[config.mk]
export PLATFORM = sky130hd
export DESIGN_NAME = seg7_scan_reader
export DESIGN_NICKNAME = d
export VERILOG_FILES = /design/src/rtl/seg7_pkg.sv /design/src/rtl/seg7_pattern_to_code.sv /design/src/rtl/seg7_scan_reader.sv
export SDC_FILE = /design/constraint.sdc
export NUM_CORES = 1
export LEC_CHECK = 0
export ABC_AREA = 1
export CORE_MARGIN = 5
export CORE_UTILIZATION = 45
export CTS_CLUSTER_DIAMETER = 50
export DETAILED_ROUTE_END_ITERATION = 10
export GPL_TIMING_DRIVEN = 0
export PLACE_DENSITY = 0.64
export REMOVE_ABC_BUFFERS = 1
export SLEW_MARGIN = 10
export SYNTH_ARGS = -nofsm -noshare
export SYNTH_HDL_FRONTEND = slang
export SYNTH_SLANG_ARGS = --single-unit
export TNS_END_PERCENT = 10
[constraint.sdc]
create_clock -name clk -period 5.87 [get_ports clk]
set_input_delay 0.587 -clock clk [delete_from_list [all_inputs] [get_ports clk]]
set_output_delay 0.587 -clock clk [all_outputs]
set_load 0.01 [all_outputs]
[src/rtl/seg7_pkg.sv]
// Shared constants for the 7-segment scan reader: active-low segment patterns
// ({a,b,c,d,e,f,g}, bit6 = a), special digit codes and the frame FSM states.
package seg7_pkg;

  localparam logic [6:0] SEG_0     = 7'b0000001;
  localparam logic [6:0] SEG_1     = 7'b1001111;
  localparam logic [6:0] SEG_2     = 7'b0010010;
  localparam logic [6:0] SEG_3     = 7'b0000110;
  localparam logic [6:0] SEG_4     = 7'b1001100;
  localparam logic [6:0] SEG_5     = 7'b0100100;
  localparam logic [6:0] SEG_6     = 7'b0100000;
  localparam logic [6:0] SEG_7     = 7'b0001111;
  localparam logic [6:0] SEG_8     = 7'b0000000;
  localparam logic [6:0] SEG_9     = 7'b0000100;
  localparam logic [6:0] SEG_DASH  = 7'b1111110;
  localparam logic [6:0] SEG_BLANK = 7'b1111111;

  localparam logic [3:0] CODE_DASH  = 4'hA;
  localparam logic [3:0] CODE_ERR   = 4'hE;
  localparam logic [3:0] CODE_BLANK = 4'hF;

  typedef enum logic {
    COLLECT = 1'b0,
    PRESENT = 1'b1
  } state_e;

endpackage

[src/rtl/seg7_pattern_to_code.sv]
// Combinational inverse of a hex-to-7-segment decoder: active-low pattern to
// 4-bit code, with err_o flagging any pattern outside the known set.
module seg7_pattern_to_code
  import seg7_pkg::*;
(
  input  logic [6:0] seg_n_i,
  output logic [3:0] code_o,
  output logic       err_o
);

  always_comb begin
    code_o = CODE_ERR;
    err_o  = 1'b0;
    case (seg_n_i)
      SEG_0:     code_o = 4'h0;
      SEG_1:     code_o = 4'h1;
      SEG_2:     code_o = 4'h2;
      SEG_3:     code_o = 4'h3;
      SEG_4:     code_o = 4'h4;
      SEG_5:     code_o = 4'h5;
      SEG_6:     code_o = 4'h6;
      SEG_7:     code_o = 4'h7;
      SEG_8:     code_o = 4'h8;
      SEG_9:     code_o = 4'h9;
      SEG_DASH:  code_o = CODE_DASH;
      SEG_BLANK: code_o = CODE_BLANK;
      default:   err_o  = 1'b1;
    endcase
  end

endmodule

[src/rtl/seg7_scan_reader.sv]
// Recovers hex frames from a multiplexed active-low 7-segment bus and offers
// them on valid/ready. Define SEG7_ERR_CNT_EN to add the err_count port.
module seg7_scan_reader
  import seg7_pkg::*;
#(
  parameter int unsigned DIGITS     = 4,
  parameter int unsigned STABLE_CYC = 16
) (
  input  logic                  clk,
  input  logic                  rst_n,
  input  logic [DIGITS-1:0]     an_n,
  input  logic [6:0]            seg_n,
  output logic                  frame_valid,
  input  logic                  frame_ready,
  output logic [4*DIGITS-1:0]   frame_data,
  output logic                  frame_err,
  output logic                  frame_ovr
`ifdef SEG7_ERR_CNT_EN
  ,
  output logic [15:0]           err_count
`endif
);

  localparam int unsigned    CW      = $clog2(STABLE_CYC + 1);
  localparam logic [CW-1:0]  CNT_MAX = CW'(STABLE_CYC);

  logic [DIGITS-1:0]   an_s1_q, an_s2_q, an_prev_q;
  logic [6:0]          seg_s1_q, seg_s2_q, seg_prev_q;
  logic [CW-1:0]       cnt_q, cnt_d;
  logic [4*DIGITS-1:0] shadow_q, shadow_d, shadow_cap;
  logic [DIGITS-1:0]   mask_q, mask_d, mask_cap;
  logic [DIGITS-1:0]   err_q, err_d, err_cap;
  logic [4*DIGITS-1:0] frame_data_q, frame_data_d;
  logic                frame_err_q, frame_err_d;
  logic                ovr_q, ovr_d;
  state_e              state_q, state_d;

  logic [DIGITS-1:0]   sel;
  logic                one_hot, changed, cap, complete, load, drop;
  logic [3:0]          pat_code;
  logic                pat_err;

  seg7_pattern_to_code u_map (
    .seg_n_i (seg_s2_q),
    .code_o  (pat_code),
    .err_o   (pat_err)
  );

  assign sel     = ~an_s2_q;
  assign one_hot = $onehot(sel);
  assign changed = {an_s2_q, seg_s2_q} != {an_prev_q, seg_prev_q};

  // cnt counts cycles the current synced pair has been held, so a fresh pair
  // starts at 1 and capture lands 2+STABLE_CYC cycles after the pin change.
  always_comb begin
    cnt_d = cnt_q;
    if (!one_hot)              cnt_d = '0;
    else if (changed)          cnt_d = CW'(1);
    else if (cnt_q != CNT_MAX) cnt_d = cnt_q + CW'(1);
    cap = one_hot && (cnt_d == CNT_MAX) && (cnt_q != CNT_MAX);
  end

  always_comb begin
    shadow_cap = shadow_q;
    mask_cap   = mask_q;
    err_cap    = err_q;
    if (cap) begin
      for (int unsigned i = 0; i < DIGITS; i++) begin
        if (sel[i]) begin
          shadow_cap[4*i +: 4] = pat_code;
          err_cap[i]           = pat_err;
          mask_cap[i]          = 1'b1;
        end
      end
    end
    complete = &mask_cap;
  end

  always_comb begin
    state_d      = state_q;
    frame_data_d = frame_data_q;
    frame_err_d  = frame_err_q;
    shadow_d     = shadow_cap;
    mask_d       = mask_cap;
    err_d        = err_cap;
    load         = 1'b0;
    drop         = 1'b0;
    case (state_q)
      COLLECT: begin
        if (complete) begin
          load    = 1'b1;
          state_d = PRESENT;
        end
      end
      PRESENT: begin
        if (frame_ready) begin
          if (complete) load    = 1'b1;
          else          state_d = COLLECT;
        end else if (complete) begin
          drop = 1'b1;
        end
      end
      default: state_d = COLLECT;
    endcase
    if (load) begin
      frame_data_d = shadow_cap;
      frame_err_d  = |err_cap;
    end
    if (load || drop) begin
      mask_d = '0;
      err_d  = '0;
    end
    ovr_d = drop;
  end

  always_ff @(posedge clk or negedge rst_n) begin
    if (!rst_n) begin
      an_s1_q      <= '1;
      an_s2_q      <= '1;
      an_prev_q    <= '1;
      seg_s1_q     <= '1;
      seg_s2_q     <= '1;
      seg_prev_q   <= '1;
      cnt_q        <= '0;
      shadow_q     <= '1;
      mask_q       <= '0;
      err_q        <= '0;
      frame_data_q <= '0;
      frame_err_q  <= 1'b0;
      ovr_q        <= 1'b0;
      state_q      <= COLLECT;
    end else begin
      an_s1_q      <= an_n;
      an_s2_q      <= an_s1_q;
      an_prev_q    <= an_s2_q;
      seg_s1_q     <= seg_n;
      seg_s2_q     <= seg_s1_q;
      seg_prev_q   <= seg_s2_q;
      cnt_q        <= cnt_d;
      shadow_q     <= shadow_d;
      mask_q       <= mask_d;
      err_q        <= err_d;
      frame_data_q <= frame_data_d;
      frame_err_q  <= frame_err_d;
      ovr_q        <= ovr_d;
      state_q      <= state_d;
    end
  end

  assign frame_valid = (state_q == PRESENT);
  assign frame_data  = frame_data_q;
  assign frame_err   = frame_err_q;
  assign frame_ovr   = ovr_q;

`ifdef SEG7_ERR_CNT_EN
  logic [15:0] err_cnt_q;

  always_ff @(posedge clk or negedge rst_n) begin
    if (!rst_n)                                  err_cnt_q <= '0;
    else if (cap && pat_err && err_cnt_q != '1)  err_cnt_q <= err_cnt_q + 16'd1;
  end

  assign err_count = err_cnt_q;
`endif

endmodule

# After elaboration in Yosys (flattened, before gate mapping)
# Cells that the tools add are included.
# Widths: inputs -> output; s select.
[totals]
input_bits = 14
register_bits = 81
elab_cells = 71
out_inout_bits = 19
[op_classes]
bitwise = 2
n_reduce_logical = 7
mux = 29
eq_ne = 15
addsub = 4
[ops]
columns = ["operator", "count"]
rows = [
  ["$pmux 4 s12", 1],
  ["$mux 4", 8],
  ["$eq 7x7->1 const B", 4],
  ["$mux 16", 1],
  ["$mux 5", 3],
  ["$eq 7x3->1 const B", 2],
  ["$eq 7x6->1 const B", 2],
  ["$mux 1", 14],
  ["$reduce_or 12->1", 1],
  ["$ne 11x11->1", 1],
  ["$eq 7x1->1 const B", 1],
  ["$eq 7x4->1 const B", 1],
  ["$eq 7x5->1 const B", 1],
  ["$logic_not 7->1", 1],
  ["$add 5x1->5 const B", 1],
  ["$eq 5x5->1 const B", 1],
  ["$ne 5x5->1 const B", 1],
  ["$add 1x1->2", 2],
  ["$not 4->4", 1],
  ["$pmux 1 s2", 2],
  ["$reduce_and 4->1", 1],
  ["$reduce_or 4->1", 1],
  ["$add 2x2->3", 1],
  ["$eq 3x1->1 const B", 1],
  ["3 further kinds", 4],
]

# Longest topological paths before layout
# Gate-level depths: netlist of run 1.
[logic_depth]
ltp_word = 15
ltp_mapped = 19
ltp_nobuf = 18

# Modules after synthesis
# From an unflattened synthesis of run 1, not the netlist that was laid out.
[unflattened]
hier_cells = 410
hier_area_um2 = 3604.7
[modules_own_cells]
columns = ["mod", "area_each_um2", "cells_each", "instances"]
rows = [
  ["seg7_scan_reader", 3318.2, 343, 1],
  ["seg7_pattern_to_code", 286.5, 67, 1],
]

# Worst setup path before layout of run 1
# Ideal clock, no wire load.
[synth_path]
path_kind = "reg-to-reg"
from = "register an_s2_q[0]"
to = "register frame_data_q[0], in the netlist frame_data[0]"
t_arrival_ps = 2969
setup_time_ps = 117
slack_ps = 2785
stages_incl_launch_ff = 20
t_required_ps = 5753
path_cell_list = "dfstp_2 > fa_1 > inv_1 > ha_1 > ha_1 > nor2_1 > nand2_1 > inv_1 > nand2_1 > nor2_1 > nand4_1 > nor2_4 > nand3_1 > nand2_1 > nand2_2 > nor2_8 > nand2_4 > buf_6 > nand2_1 > nand2_1"
[synth_between]
elab_chain_cells = 13
word_cells_on_any_way = 18
cone_classes = "add/sub (2); eq/ne (3); mux (9); bitwise (1); reduce/logical (3)"
[synth_rtl]
columns = ["element", "line", "rtl"]
rows = [
  ["start, declared", "seg7_scan_reader.sv:27", "logic [DIGITS-1:0] an_s1_q, an_s2_q, an_prev_q;"],
  ["start signal, assigned", "seg7_scan_reader.sv:134", "an_s2_q <= an_s1_q;"],
  ["$not 4->4", "seg7_scan_reader.sv:49", "assign sel = ~an_s2_q;"],
  ["$add 1x1->2 (implied by the code)", "seg7_scan_reader.sv:50", "assign one_hot = $onehot(sel);"],
  ["$add 2x2->3 (implied by the code)", "seg7_scan_reader.sv:50", ""],
  ["$eq 3x1->1", "seg7_scan_reader.sv:50", ""],
  ["$mux 5", "seg7_scan_reader.sv:57", "if (!one_hot) cnt_d = '0;"],
  ["$eq 5x5->1", "seg7_scan_reader.sv:60", "cap = one_hot && (cnt_d == CNT_MAX) && (cnt_q != CNT_MAX);"],
  ["$logic_and 1x1->1 (2 in a row)", "seg7_scan_reader.sv:60", ""],
  ["$mux 4", "seg7_scan_reader.sv:67", "if (cap) begin"],
  ["$reduce_and 4->1", "seg7_scan_reader.sv:76", "complete = &mask_cap;"],
  ["$mux 1", "seg7_scan_reader.sv:90, seg7_scan_reader.sv:97", ""],
  ["$mux 1", "seg7_scan_reader.sv:96", "if (frame_ready) begin"],
  ["$pmux 1 s2", "seg7_scan_reader.sv:88", "case (state_q)"],
  ["end signal, assigned", "seg7_scan_reader.sv:143", "frame_data_q <= frame_data_d;"],
  ["end, declared", "seg7_scan_reader.sv:33", "logic [4*DIGITS-1:0] frame_data_q, frame_data_d;"],
]
# Parallel ways exist; a longest one is shown, timed or not.
# A chain may end at the register's enable or synchronous reset.

# Worst setup path after layout of run 1
[layout_path]
from = "register an_s2_q[3]"
to = "register frame_data_q[10], in the netlist frame_data[10]"
# Same word-level chain as after synthesis.

==> metrics.cfg, run 1 <==
[synthesis]
synthArstFlopShare_pct = 100
synth_area_leaders = dfstp_2, dfrtp_1, nand2_1, inv_1, nand3_1
yosys.area_share.simple_pct = 25.7
yosysUniqueCellTypes = 25
synth_adder_area_share_pct = 2.03
netlist_area_um2 = 3460
synth_edf_count = 0
muxShareOfSynthArea_pct = 0
syn_inst = 376
ys.flop_type = dfstp_2
yosysTopAreaCell = dfstp_2
synth_xor_area_share_pct = 1.77
seq_area_frac_synth_pct = 60.4
synth_top_family_by_area = simple AND/OR/NAND/NOR gates
synth_top_area_share_pct = 37.2
synth_seq_cells = 81
synth_compound_gate_area_share_pct = 3.40
yosys_warnings = 0
syn_area_per_cell_um2 = 9.20

[route]
ant_nets = 0
routed_wl_um = 6050
num_vias = 2399
drt_iter0_markers = 84
drc = 0
wl_per_cell_um = 11.6
dr.pass1.iters = 4
viasPerCell = 4.59

[timing]
final.min_clock_period_ns = 3.63
max_freq_mhz = 276
final-setup-viol-count = 0
hold_viol_final = 0
fin_skew_ns = 0.0153
fin_setup_tns_ns = 0
report.final.slew_viol_count = 0
maxSlewHeadroom_pct = 64.7
worst_pin_slew_ns = 0.525
timing.final.crit_share_pct = 61.8
rsz0062_at_grt = no

[clock_network]
clk_pin_slew_worst_paths_ns = 0.09
cts_setup_buffers = 0
cts_buffers = 9
clockRootBuffer = clkbuf_8
cts_resized = 0
cts_hold_buf = 0
clock_path_buffers = 2
clk_latency_ns = 0.36
h-tree-depth = 3
cts_tree = done
clock_sinks = 81

[power_and_ir_drop]
worst_ir_drop_vdd_mv = 0.157
power_density_nw_per_um2 = 259
p_leak_nw = 2.08

[finish]
num_antenna_cells = 0
stdcell_count = 523
drive_gt1_share_pct = 19.0
nets = 435
area_growth_pct = 18.6

[place]
dp_cells = 507
io_buffers = 32
gp_congestion = 0.841
hpwl_um = 4280

[outcome]
status = finished, final reports clean

[grt]
grt_pass1_wl_um = 10900
grt_overflow_total = 0
grt_max_degree = 46
antenna_found_initial = 0
grt_pass1_vias = 2423
grt_usage_pct = 14.0

[floorplan]
die_h_um = 97.7
die_w_um = 97.7
num_rows = 32
ioPinCount = 33
dieArea_um2 = 9540
core_area_um2 = 7610
start_util_pct = 45.5

[flow_run]
drv_cap = 0

[setup_path]
cp_max_fo = 26
cp.required_ns = 6.11
arrival_ns = 3.87
end_kind = flip-flop
startpoint = an_s2_q[3]$_DFF_PN1_
r2r-start = an_s2_q[3]$_DFF_PN1_
startpoint_type = flip-flop
critPathKind = flip-flop to flip-flop

[hold_path]
hp-class = primary input to asynchronous set/reset pin

path summary, 6_finish.rpt:
path / endpoint / cells after the start / slack [ns]
max: frame_data[10]$_DFFE_PN0P_ / 18 / 2.24
min: frame_data[11]$_DFFE_PN0P_ / 1 / 0.18
max reg2reg: frame_data[10]$_DFFE_PN0P_ / 18 / 2.24
min reg2reg: seg_s2_q[0]$_DFF_PN1_ / 0 / 0.36
max in group asynchronous: an_s1_q[3]$_DFF_PN1_ / 2 / 5.04
min in group clk: seg_s2_q[0]$_DFF_PN1_ / 0 / 0.36
per-layer routing:
layer | track usage, % | part of all wire [%]
met5 | 0 | 0
met4 | 5.86 | 2.0
met3 | 4.45 | 3.3
met2 | 22.3 | 48
met1 | 17.7 | 47
cell usage after synthesis (all sizes together), types with 2 or more instances:
master  number
ha           4
buf          3
xor2         2
o21ai       10
inv         53
dfstp       49
nand4        8
nand3       30
dfrtp       32
a21oi       10
nor2        30
nor3        10
nand2      126
xnor2        5
layout by cell type (no fill, tap or decap), drive strengths merged:
master / synthesis / routed
inv: 53 / 53
ha: 4 / 4
xor2: 2 / 2
or2: 1 / 1
clkinv: 0 / 3
clkbuf: 1 / 12
nand2: 126 / 126
dfstp: 49 / 49
nand4: 8 / 8
a31oi: 1 / 1
clkdlybuf4s50: 0 / 31
nand3: 30 / 30
nor2: 30 / 30
dfrtp: 32 / 32
buf: 3 / 2
xnor2: 5 / 5
fa: 1 / 1
o21ai: 10 / 10
clkinvlp: 0 / 1
nor3: 10 / 10
a21oi: 10 / 10
layout make-up:
class	count	area [µm²]
Clock buffer	12	178
Clock inverter	4	33.8
Fill cell	700	3510
Inverter	53	199
Multi-Input combinational cell	238	1140
Sequential cell	81	2090
Tap cell	102	128
Timing Repair Buffer	33	338
critical path, cell delays in order (launching register included):
cell,delay [ns]
dfstp_2,0.58
fa_1,0.41
inv_1,0.06
ha_1,0.14
ha_1,0.23
nor2_1,0.10
nand2_1,0.09
inv_1,0.15
nand2_1,0.09
nor2_1,0.11
nand4_1,0.15
nor2_4,0.21
nand3_1,0.24
nand2_1,0.14
nand2_2,0.10
nor2_8,0.32
nand2_4,0.21
nand2_1,0.10
nand2_1,0.06
power by group:
part           internal, mW  total [mW]  switching [mW]
registers             0.581       0.592          0.0112
logic                0.0230      0.0596          0.0366
clock network         0.207       0.410           0.202
total                 0.811        1.06           0.250
kinds of logic (layout without fill, tap and decap cells):
| family | Yosys count | count (layout) |
|---|---|---|
| flip-flops | 81 | 81 |
| buffers and inverters | 57 | 102 |
| AND/OR/NAND/NOR | 205 | 205 |
| AO/OA/AOI/OAI | 21 | 21 |
| adder cells (fa/ha/maj) | 5 | 5 |
| XOR/XNOR | 7 | 7 |
state kept, by name, indices dropped and copies added, names as in the netlist:
name,count
shadow_q,16
frame_ovr,1
cnt_q,5
frame_data,16
an_s1_q,4
an_s2_q,4
seg_s2_q,7
frame_valid,1
an_prev_q,4
seg_prev_q,7
seg_s1_q,7
err_q,4
mask_q,4
frame_err,1
through the flow:
stage,power (mW),area [µm²],worst slack [ns],utilization [%],hold slack (ns)
finish,1.06,4100,2.24,53.9,0.177
CTS,1.08,4100,2.18,53.9,0.174
floorplan,0.631,3420,2.72,-,0.291
global placement,0.658,3870,1.53,50.9,0.345
global route,1.12,4100,1.91,53.9,0.193
detailed placement,0.662,3890,2.21,51.1,0.347
No activity file was read; power rests on OpenSTA's default activity.
==> run 2: changes to the inputs <==
--- a/config.mk
+++ b/config.mk
@@ -11,7 +11,7 @@
 export CTS_CLUSTER_DIAMETER = 50
 export DETAILED_ROUTE_END_ITERATION = 10
 export GPL_TIMING_DRIVEN = 0
-export PLACE_DENSITY = 0.64
+export PLACE_DENSITY = 0.67
 export REMOVE_ABC_BUFFERS = 1
 export SLEW_MARGIN = 10
 export SYNTH_ARGS = -nofsm -noshare
==> constraint.sdc (replaced) <==
create_clock -name clk -period 3.3 [get_ports clk]
set_input_delay 0.33 -clock clk [delete_from_list [all_inputs] [get_ports clk]]
set_output_delay 0.33 -clock clk [all_outputs]
set_load 0.01 [all_outputs]
==> run 2 against run 1 <==
Flip-flop and latch count unchanged. Setup slack worse by 2.1 ns. Final cell count up 3.8%. First-iteration DRC count rose by 23%. Wire length increased by 11%. Cell area grew 8.4%. Non-clock buffer count increased by 17. Via count increased by 9.0%. Largest cell class unchanged. Highest routed layer unchanged.
==> metrics.cfg, run 2 (same netlist as run 1, synthesis figures left out) <==
[route]
ant_nets = 0  ; unchanged
num_vias = 2615  ; +9.0%
wl_per_cell_um = 12.4  ; +7.1%
routed_wl_um = 6730  ; +11%
drt_iter0_markers = 103  ; +23%
dr.pass1.iters = 4  ; unchanged
drc = 0  ; unchanged
viasPerCell = 4.82  ; +5.0%

[setup_path]
startpoint_type = flip-flop
critPathSlowestCell = dfstp_2
cp_top_family = simple AND/OR/NAND/NOR gates
critPathKind = flip-flop to flip-flop
arrival_ns = 3.44  ; -0.43 ns
end_kind = flip-flop
slowest_delay_ns = 0.57  ; about the same
cp.required_ns = 3.58  ; -2.53 ns
path_buf_inv = 4  ; +2
cp_max_fo = 6  ; -77%
path_cells = fa_1, inv_1, ha_2, ha_4, nor2_4, nand2_2, inv_2, nand2_2, nor2_2, nand4_1, nor2_4, buf_12, nand3_4, nand2_4, nand2_8, nor2_8, buf_6, nand3_1, nand2_1

[clock_network]
clock_path_buffers = 2  ; unchanged
h-tree-depth = 3  ; unchanged
cts_buffers = 9  ; unchanged
clk_pin_slew_worst_paths_ns = 0.07  ; -0.02 ns
clk_latency_ns = 0.34  ; -0.02 ns
clock_sinks = 81  ; unchanged
cts_tree = done
clockRootBuffer = clkbuf_8

[grt]
antenna_found_initial = 0  ; unchanged
grt_pass1_wl_um = 11100  ; +1.8%
grt_pass1_vias = 2426  ; +0.12%
grt_max_degree = 60  ; +30%
grt_usage_pct = 14.3  ; +0.24 points
grt_overflow_total = 0  ; unchanged

[floorplan]
die_h_um = 97.7  ; unchanged
ioPinCount = 33  ; unchanged
dieArea_um2 = 9540  ; unchanged
core_area_um2 = 7610  ; unchanged
start_util_pct = 45.5  ; unchanged
die_w_um = 97.7  ; unchanged
num_rows = 32  ; unchanged

[power_and_ir_drop]
power_density_nw_per_um2 = 433  ; +67%
worst_ir_drop_vdd_mv = 0.270  ; +72%
p_leak_nw = 2.18  ; +4.9%

[timing]
final-setup-viol-count = 0  ; unchanged
final.min_clock_period_ns = 3.16  ; -0.470 ns
timing.final.crit_share_pct = 95.8  ; +34 points
fin_skew_ns = 0.0110  ; -0.00427 ns
hold_viol_final = 0  ; unchanged
max_freq_mhz = 316  ; +15%
maxSlewHeadroom_pct = 62.6  ; -2.1 points
report.final.slew_viol_count = 0  ; unchanged
worst_pin_slew_ns = 0.557  ; +0.0312 ns
fin_setup_tns_ns = 0  ; unchanged
rsz0062_at_grt = yes

[outcome]
status = finished, final reports clean

[finish]
drive_gt1_share_pct = 27.2  ; +8.2 points
final_cell_mix = nand2_1, dfstp_2, inv_1
stdcell_count = 543  ; +3.8%
nets = 455  ; +4.6%
num_antenna_cells = 0  ; unchanged
fillCellCount = 672  ; -4.0%
area_growth_pct = 28.5
final_common_cell = nand2_1
design_area_um2 = 4450  ; +8.4%

[flow_run]
drv_cap = 0  ; unchanged

[place]
gp_congestion = 0.834  ; -0.80%
io_buffers = 32  ; unchanged
place_area_um2 = 3900  ; +0.19%
hpwl_um = 4200  ; -1.8%
dp_cells = 507  ; unchanged

[hold_path]
hp-class = flip-flop to flip-flop

[run 2: cell types whose count changed in the layout (fill, tap and decap cells not counted), moves of 4 or more]
cell and change:
nand2_2 +4, nand3_4 +4, nand3_1 -8, buf_4 +12
nand2_4 +4, nand3_2 +4, nand2_1 -8
[run 2: stage by stage]
step                worst slack (ns)  power (mW)  util, %  hold slack (ns)
floorplan                      0.148        1.12        -           0.0344
global placement              -0.800        1.17     50.9            0.346
detailed placement            -0.356        1.18     51.2            0.250
CTS                          0.00448        1.93     55.6            0.359
global route                 -0.0491        2.02     58.4            0.362
finish                         0.140        1.93     58.4            0.357
[run 2: metal layers]
| layer | part of all wire, % | GRT usage, % | vias up |
|---|---|---|---|
| li1 | - | - | 1295 |
| met1 | 47 | 19.3 | 1271 |
| met2 | 49 | 22.7 | 43 |
| met3 | 3.4 | 3.59 | 6 |
| met4 | 0.85 | 4.26 | 0 |
| met5 | 0 | 0 | - |
[run 2: final cells by class]
| class | instances | area, µm² | share of cell area [%] |
|---|---|---|---|
| inverter | 53 | 199 | 4.48 |
| timing repair buffer | 50 | 499 | 11.2 |
| clock buffer | 12 | 155 | 3.49 |
| tap | 102 | 128 | 2.87 |
| clock inverter | 4 | 52.6 | 1.18 |
| multi-input combinational | 241 | 1320 | 29.8 |
| sequential | 81 | 2090 | 47.0 |
[run 2: timing repair]
item	CTS	global route
hold endpoints to repair	17	0
gates resized for setup	11	24
setup endpoints to repair	27	27
hold buffers	1	0
cloned	1	2
pin swaps	2	19
buffers inserted	4	12
[run 2: worst register-to-register path, delay by kind of cell, from the launching register on]
kind | cells | cell delay, ns
AND/OR/NAND/NOR | 12 | 1.30
buffers and inverters | 4 | 0.45
adder cells (fa/ha/maj) | 3 | 0.79
flip-flops | 1 | 0.57
[run 2: where the power goes]
part | internal (mW) | leakage, nW | switching, mW
Sequential | 1.03 | 0.958 | 0.0189
Clock | 0.391 | 0.0948 | 0.344
Combinational | 0.0575 | 1.13 | 0.0810
[run 2: path summary, 6_finish.rpt]
path                                       startpoint                         to  slack, ns  cells past startpoint
worst max-delay path             an_s2_q[1]$_DFF_PN1_  frame_data[7]$_DFFE_PN0P_       0.14                     19
worst min-delay path            seg_s1_q[4]$_DFF_PN1_      seg_s2_q[4]$_DFF_PN1_       0.36                      0
worst min register to register  seg_s1_q[4]$_DFF_PN1_      seg_s2_q[4]$_DFF_PN1_       0.36                      0
max in group asynchronous                       rst_n      shadow_q[7]$_DFF_PN1_       2.24                      3
worst max register to register   an_s2_q[1]$_DFF_PN1_  frame_data[7]$_DFFE_PN0P_       0.14                     19
min in group asynchronous                       rst_n        frame_ovr$_DFF_PN0_       0.42                      2
==> run 3: changes to the inputs <==
--- a/config.mk
+++ b/config.mk
@@ -13,7 +13,7 @@
 export GPL_TIMING_DRIVEN = 0
 export PLACE_DENSITY = 0.67
 export REMOVE_ABC_BUFFERS = 1
-export SLEW_MARGIN = 10
+export SLEW_MARGIN = 20
 export SYNTH_ARGS = -nofsm -noshare
 export SYNTH_HDL_FRONTEND = slang
 export SYNTH_SLANG_ARGS = --single-unit
==> results of run 3 <==
No change in the layout: final DEF, timing and power equal those of run 2.
